File: src/rtl/queen_seq_ctrl.sv
// Sequencer between the pads and the N-queens solver core: collects and checks seed
// queens, launches the solver under a watchdog, then streams the per-column result.
module queen_seq_ctrl #(
  parameter int N       = 8,
  parameter int CW      = 4,
  parameter int TIMEOUT = 4096
) (
  input  logic            clk,
  input  logic            rst_n,
  input  logic            in_valid_num,
  input  logic [2:0]      in_num,
  input  logic            in_valid,
  input  logic [CW-1:0]   col,
  input  logic [CW-1:0]   row,
  output logic            slv_start,
  output logic            slv_abort,
  output logic [N-1:0]    slv_fix_mask,
  output logic [N*CW-1:0] slv_fix_rows,
  input  logic            slv_wr_en,
  input  logic [CW-1:0]   slv_wr_col,
  input  logic [CW-1:0]   slv_wr_row,
  input  logic            slv_done,
  input  logic            slv_fail,
  output logic            out_valid,
  output logic [3:0]      out
);

  localparam int WW = (TIMEOUT > 2) ? $clog2(TIMEOUT) : 1;

  typedef enum logic [2:0] {IDLE, LOAD, START, WAIT, OUT, ERR} state_t;

  state_t          state, state_nxt;
  logic [2:0]      num, cnt;
  logic            conflict;
  logic [N-1:0]    row_used;
  logic [CW-1:0]   row_buf [N];
  logic [CW-1:0]   out_idx;
  logic [WW-1:0]   wdog;

  logic            col_hit, row_hit, beat_conflict, seed_take, load_last, wdog_expired;
  logic [CW-1:0]   buf_sel;

  // In IDLE the mask/row history belong to the previous job, so a beat
  // arriving with the strobe is only range-checked.
  always_comb begin : seed_check
    col_hit = 1'b0;
    row_hit = 1'b0;
    buf_sel = '0;
    for (int c = 0; c < N; c++) begin
      if (col == CW'(c) && slv_fix_mask[c]) col_hit = 1'b1;
      if (row == CW'(c) && row_used[c])     row_hit = 1'b1;
      if (out_idx == CW'(c))                buf_sel = row_buf[c];
    end
    if (state == IDLE) begin
      col_hit = 1'b0;
      row_hit = 1'b0;
    end
    beat_conflict = (col >= CW'(N)) || (row >= CW'(N)) || col_hit || row_hit;
    seed_take     = in_valid &&
                    ((state == IDLE && in_valid_num && in_num != 3'd0) ||
                     (state == LOAD && cnt != num));
    load_last     = (cnt + 3'd1 == num);
    wdog_expired  = (wdog == WW'(TIMEOUT - 1));
  end

  always_ff @(posedge clk or negedge rst_n) begin : state_reg
    if (!rst_n) state <= IDLE;
    else        state <= state_nxt;
  end

  always_comb begin : fsm_next
    state_nxt = state;
    slv_start = 1'b0;
    slv_abort = 1'b0;
    out_valid = 1'b0;
    out       = 4'h0;
    case (state)
      IDLE: begin
        if (in_valid_num) state_nxt = (in_num == 3'd0) ? START : LOAD;
      end
      LOAD: begin
        if (cnt == num)
          state_nxt = conflict ? ERR : START;
        else if (in_valid && load_last)
          state_nxt = (conflict || beat_conflict) ? ERR : START;
      end
      START: begin
        slv_start = 1'b1;
        state_nxt = WAIT;
      end
      WAIT: begin
        // A done in the expiry cycle still counts as a normal completion.
        if (slv_done) begin
          state_nxt = slv_fail ? ERR : OUT;
        end else if (wdog_expired) begin
          slv_abort = 1'b1;
          state_nxt = ERR;
        end
      end
      OUT: begin
        out_valid = 1'b1;
        out       = 4'(buf_sel);
        if (out_idx == CW'(N - 1)) state_nxt = IDLE;
      end
      ERR: begin
        out_valid = 1'b1;
        out       = 4'hF;
        state_nxt = IDLE;
      end
      default: state_nxt = IDLE;
    endcase
  end

  always_ff @(posedge clk or negedge rst_n) begin : datapath
    if (!rst_n) begin
      num          <= '0;
      cnt          <= '0;
      conflict     <= 1'b0;
      slv_fix_mask <= '0;
      slv_fix_rows <= '0;
      row_used     <= '0;
      out_idx      <= '0;
      wdog         <= '0;
      for (int c = 0; c < N; c++) row_buf[c] <= '0;
    end else begin
      if (state == IDLE && in_valid_num) begin
        num          <= in_num;
        cnt          <= '0;
        conflict     <= 1'b0;
        slv_fix_mask <= '0;
        slv_fix_rows <= '0;
        row_used     <= '0;
        for (int c = 0; c < N; c++) row_buf[c] <= '0;
      end
      // A seed landing on an already-fixed column keeps the first seed.
      if (seed_take) begin
        cnt <= (state == IDLE) ? 3'd1 : cnt + 3'd1;
        if (beat_conflict) conflict <= 1'b1;
        for (int c = 0; c < N; c++) begin
          if (col == CW'(c) && !col_hit) begin
            slv_fix_mask[c]           <= 1'b1;
            slv_fix_rows[c*CW +: CW]  <= row;
            row_buf[c]                <= row;
          end
          if (row == CW'(c)) row_used[c] <= 1'b1;
        end
      end
      if (state == START) begin
        wdog    <= '0;
        out_idx <= '0;
      end
      if (state == WAIT) begin
        wdog <= wdog + WW'(1);
        if (slv_wr_en) begin
          for (int c = 0; c < N; c++) begin
            if (slv_wr_col == CW'(c) && !slv_fix_mask[c]) row_buf[c] <= slv_wr_row;
          end
        end
      end
      if (state == OUT) out_idx <= out_idx + CW'(1);
    end
  end

endmodule
File: config.mk
export PLATFORM = sky130hd
export DESIGN_NAME = queen_seq_ctrl
export DESIGN_NICKNAME = d
export VERILOG_FILES = /design/src/rtl/queen_seq_ctrl.sv
export SDC_FILE = /design/constraint.sdc
export NUM_CORES = 1
export LEC_CHECK = 0
export CAP_MARGIN = 5
export CORE_MARGIN = 2
export CORE_UTILIZATION = 50
export DETAILED_ROUTE_END_ITERATION = 12
export PLACE_DENSITY = 0.82
export SYNTH_ARGS = -nofsm -noshare
export SYNTH_HDL_FRONTEND = slang
export SYNTH_SLANG_ARGS = --single-unit
File: constraint.sdc
create_clock -name clk -period 2.4 [get_ports clk]
set_clock_uncertainty 0.15 [all_clocks]
set_input_delay 0.36 -clock clk [delete_from_list [all_inputs] [get_ports clk]]
set_output_delay 0.36 -clock clk [all_outputs]
set_load 0.01 [all_outputs]
**After elaboration in Yosys (flattened, before gate mapping)**

Cells that the tools add are included.
Widths: inputs -> output; s select.

- Flip-flop bits (word level): 106
- Logic and storage cells: 229
- Input bits: 26
- Output and inout bits: 47

- Eq/ne operators: 41
- Multiplexer cells: 103
- Magnitude comparators: 2
- Add/sub/neg operators: 3
- Reductions and logical operators: 63

Operators by type and width:

| operator | count |
|---|---|
| $mux 32 | 6 |
| $mux 4 | 34 |
| $eq 4x3->1 const B | 16 |
| $mux 1 | 43 |
| $logic_and 1x1->1 | 37 |
| $mux 3 | 11 |
| $eq 4x2->1 const B | 8 |
| $mux 8 | 4 |
| $mux 12 | 2 |
| $eq 4x1->1 const B | 4 |
| $logic_not 4->1 | 4 |
| $pmux 3 s5 | 1 |
| $add 12x1->12 const B | 1 |
| $eq 12x12->1 const B | 1 |
| $logic_not 1->1 | 9 |
| $ge 4x4->1 const B | 2 |
| $pmux 4 s2 | 1 |
| $eq 3x2->1 const B | 2 |
| $eq 3x3->1 | 2 |
| $eq 3x3->1 const B | 2 |
| $logic_not 3->1 | 2 |
| $reduce_bool 2->1 | 3 |
| $logic_or 1x1->1 | 5 |
| $add 4x1->4 const B | 1 |
| 10 further kinds | 11 |

**Longest topological paths before layout**

- Word-level depth: 18
- Mapped depth: 9
- Mapped depth without buffers: 8

**Worst setup path after synthesis**

Ideal clock, no wire load.

- Path type: flip-flop to flip-flop
- Start: register state[1]
- End: register row_buf[16] in the netlist's numbering
- Data arrival time: 2,164 ps
- Period minus slack after synthesis: 2,452 ps
- Library setup time: 138 ps
- Buffers on the path: 3
- Stages on the path, launching flop included: 10
- Setup slack: -52 ps
- Required time: 2,112 ps
- Cells stage by stage: dfrtp_1 -> buf_6 -> or4b_1 -> buf_4 -> nor2_4 -> nor2_2 -> or4_4 -> buf_6 -> nand3_1 -> a31oi_1

- Cells in the longest elaborated chain, start to end: 9
- Elaborated cells between the ends (all ways): 17
- Classes of those cells: 2 x eq/ne; 7 x mux; 8 x reduce/logical

Ends and longest elaborated chain:

| item | RTL line | source |
|---|---|---|
| from (decl) | 32 | `state_t state, state_nxt;` |
| from (signal assigned) | 68 | `else state <= state_nxt;` |
| $logic_not 3->1 | 54, 60, 126 |  |
| $mux 1 / $logic_and 1x1->1 (equally long branches) | 54, 60, 126 |  |
| $logic_not 1->1 / $logic_and 1x1->1 (equally long branches) | 140, 60 |  |
| $logic_and 1x1->1 / $logic_or 1x1->1 (equally long branches) | 140, 60 |  |
| $mux 4 / $logic_and 1x1->1 (equally long branches) | 140, 59 |  |
| $mux 32 | 136 | `if (seed_take) begin` |
| $mux 4 | 156 | `if (slv_wr_col == CW'(c) && !slv_fix_mask[c]) row_buf[c] <= slv_wr_row;` |
| $mux 32 | 154 | `if (slv_wr_en) begin` |
| $mux 32 (*) | 152 | `if (state == WAIT) begin` |
| to (signal, indexed assignment) | 143 | `row_buf[c] <= row;` |
| to (signal, indexed assignment) | 156 |  |
| to (decl) | 36 | `logic [CW-1:0] row_buf [N];` |

Every way passes the cells marked *; elsewhere a longest branch is shown, timed or not.
A chain may end at the register's enable or synchronous reset.

**Final worst setup path**

- Start: register out_idx[0]
- End: output port out[0]

- Cells in the longest elaborated chain, start to end: 10
- Elaborated cells between the ends (all ways): 17
- Classes of those cells: 7 x eq/ne; 9 x mux; 1 x reduce/logical

Ends and longest elaborated chain:

| item | RTL line | source |
|---|---|---|
| from (decl) | 37 | `logic [CW-1:0] out_idx;` |
| from (signal assigned) | 160 | `if (state == OUT) out_idx <= out_idx + CW'(1);` |
| $logic_not 4->1 | 52 | `if (out_idx == CW'(c)) buf_sel = row_buf[c];` |
| $mux 4 (7 in series) | 52 |  |
| $mux 4 (*) | 52 |  |
| $pmux 4 s2 (*) | 77 | `case (state)` |
| to (decl) | 25 | `output logic [3:0] out` |

Marked as above.

==> results.tsv <==
metric	value	unit
cts-root-buf	clkbuf_16	
synth_edf_count	0	
hold_violations	0	
drive_above_1_share	25.66	%
vias	5829	
r2r_slack	-30	ps
dp_hpwl	12.19	mm
drc	0	
wire_per_inst	19.68	um
r2r_cells	9	
clock_latency	360	ps
port_buffers	72	
n_antenna_cell	0	
r2r-start	slv_fix_mask[7]$_DFF_PN0_	
hp-class	input port to asynchronous set/reset pin	
crit_type	flip-flop to primary output	
syn_inst	626	
die_w	110.4	um
fmax	0.3796	GHz
setup_ws	-234.3	ps
yosysTopAreaCellShare	46.88	%
cp.arrival	2120	ps
numCtsBuffers	9	
slowest_delay	450	ps
setup_viol_count_final	6	
htree_levels	3	
syn_avg_cell_area	9.038	um2
synth_warnings	0	
area_growth	39.52	%
min_period_over_period	109.8	%
critPathTopFamily	compound AO/OA/AOI/OAI gates	
cp_cell_sequence	ha_4 -> nor2b_4 -> nor3_2 -> a21oi_1 -> o32a_1 -> nor3_2 -> o21a_1 -> buf_2	
antenna_found_initial	0	
antenna_left	0	
worstMarginPinSlew	528.7	ps
grt_max_degree	43	
clockBufferDepth	2	
cts.clk_slew.worst_paths	80	ps
worstReg2RegEnd	row_buf[16]$_DFF_PN0_	
period_needed	2634	ps
fp-row-count	38	
startpoint_type	flip-flop	
start_util	51.74	%
grt_overflow	0	
track_usage	30.09	%
grt_pass1_vias	5695	
final_util	72.19	%
core_area	0.01094	mm2
cp-end-kind	primary output	
crit_path_max_fanout	4	
synth_area_leaders	dfrtp_1 (47%), nand2_1 (6.2%), a22o_1 (5.0%), nor2_1 (3.6%), nand3_1 (3.4%)	
io_pins	73	
seqCellArea	0.002655	mm2
grt_pass1_wl	27.99	mm
dieArea	0.01218	mm2
dp.cells	892	
cts_tree	yes	
die_h	110.4	um
final_nets	818	
crit_buf_inv	1	
synth_fp_nets	658	
fin_cells	931	
synth_most_common_cell	dfrtp_1	
ys_types	66	
ir_drop	0.6227	mV
hold_slack	233.4	ps
rsz0062_at_grt	true	
n_fill_cell	779	
ys.flop_type	dfrtp_1	
p_per_area	1102	mW/mm2
ys_seq_elements	106	
ys_seq_area_share	46.88	%
cts.sinks	106	
synth.largest_area_cell	dfrtp_1	
netlist_area	0.005658	mm2
drv_cap	0	
dr.pass1.iters	7	
ys_top_cells_by_count	dfrtp_1 (106), nand2_1 (94), nor2_1 (54), nand3_1 (38), a22o_1 (32)	
violations	setup timing	
multi_input_area	0.003012	mm2
critical_path_required	1890	ps
viasPerCell	6.261	
wirelength	18.32	mm
reg_top3	row_buf (32), slv_fix_rows (32), wdog (12)	
status	complete, but fails checks	
place_congestion	0.9295	
drt_iter0_markers	633	
postPlaceCellArea	0.007142	mm2
fin_area	0.007894	mm2
fin_setup_tns	-815.9	ps
async_reset_ff_share	100.0	%
report.final.slew_viol_count	0	
slew_headroom	64.75	%
cp_slowest_cell	dfrtp_2	
p_leak	3.580	nW
crit_top_cell	nor3_2	
## worst max path at each step
stage | startpoint | to | slack [ps] | cells past startpoint
2_1_floorplan | state[0]$_DFFE_PN0P_ | slv_fix_rows[4]$_DFF_PN0_ | 60 | 9
3_3_place_gp | col[2] | state[2]$_DFFE_PN0P_ | -540 | 8
3_5_place_dp | col[2] | state[2]$_DFFE_PN0P_ | -580 | 8
5_1_grt | out_idx[1]$_DFFE_PN0P_ | out[0] | -280 | 9
6_report | out_idx[0]$_DFFE_PN0P_ | out[0] | -230 | 8
4_1_cts | out_idx[0]$_DFFE_PN0P_ | out[0] | -260 | 9
## report_power, final
part           total, mW  internal (mW)  switching (mW)
registers           2.73           2.30           0.438
clock network       1.70          0.947           0.750
logic               4.27           2.08            2.19
## layout make-up
class	instances	area share, %
well taps	140	2.219
multi-input cells	462	38.15
inverters	17	0.8559
clock inverters	7	1.490
flip-flops and latches	106	33.63
clock buffers	9	2.853
repair buffers	190	20.80
## routing by layer
| metal | up-vias | track usage (%) | routed length (um) |
|---|---|---|---|
| li1 | 2592 | - | - |
| met1 | 2836 | 39.01 | 7275 |
| met2 | 336 | 49.43 | 8910 |
| met3 | 65 | 5.232 | 1558 |
| met4 | 0 | 13.66 | 575 |
| met5 | - | 0 | 0 |
## timing repair
item,in CTS,in global routing
pin swaps,13,33
endpoints found under the hold margin,49,0
setup buffers,6,14
gates resized for setup,49,39
gates cloned,0,2
hold buffers,1,0
endpoints found under the setup margin,61,50
## metrics by stage
step	worst slack (ps)	total power [mW]
floorplan	60.22	4.658
global placement	-540.9	6.233
detailed placement	-576.7	6.365
CTS	-263.8	8.241
global route	-279.6	9.164
finish	-234.3	8.702
## kinds of logic (layout without fill, tap and decap cells)
family	after synthesis	count (layout)	synth area share, %
compound gates	161	161	19.93
fa+ha+maj	6	6	1.327
mux	8	8	1.415
xor+xnor	9	9	1.658
flops	106	106	46.88
simple gates	276	278	24.33
buf+inv	60	223	4.467
## placed cells by master (no fill, tap or decap), types with 18 or more instances in the layout
cell type	count
a21oi_1	20
a22o_1	32
buf_4	110
clkdlybuf4s50_1	63
dfrtp_1	104
nand2_1	93
nand3_1	38
nor2_1	49
nor3_1	18
o21ai_0	25
Note: power is estimated with default switching activity, not from simulation.
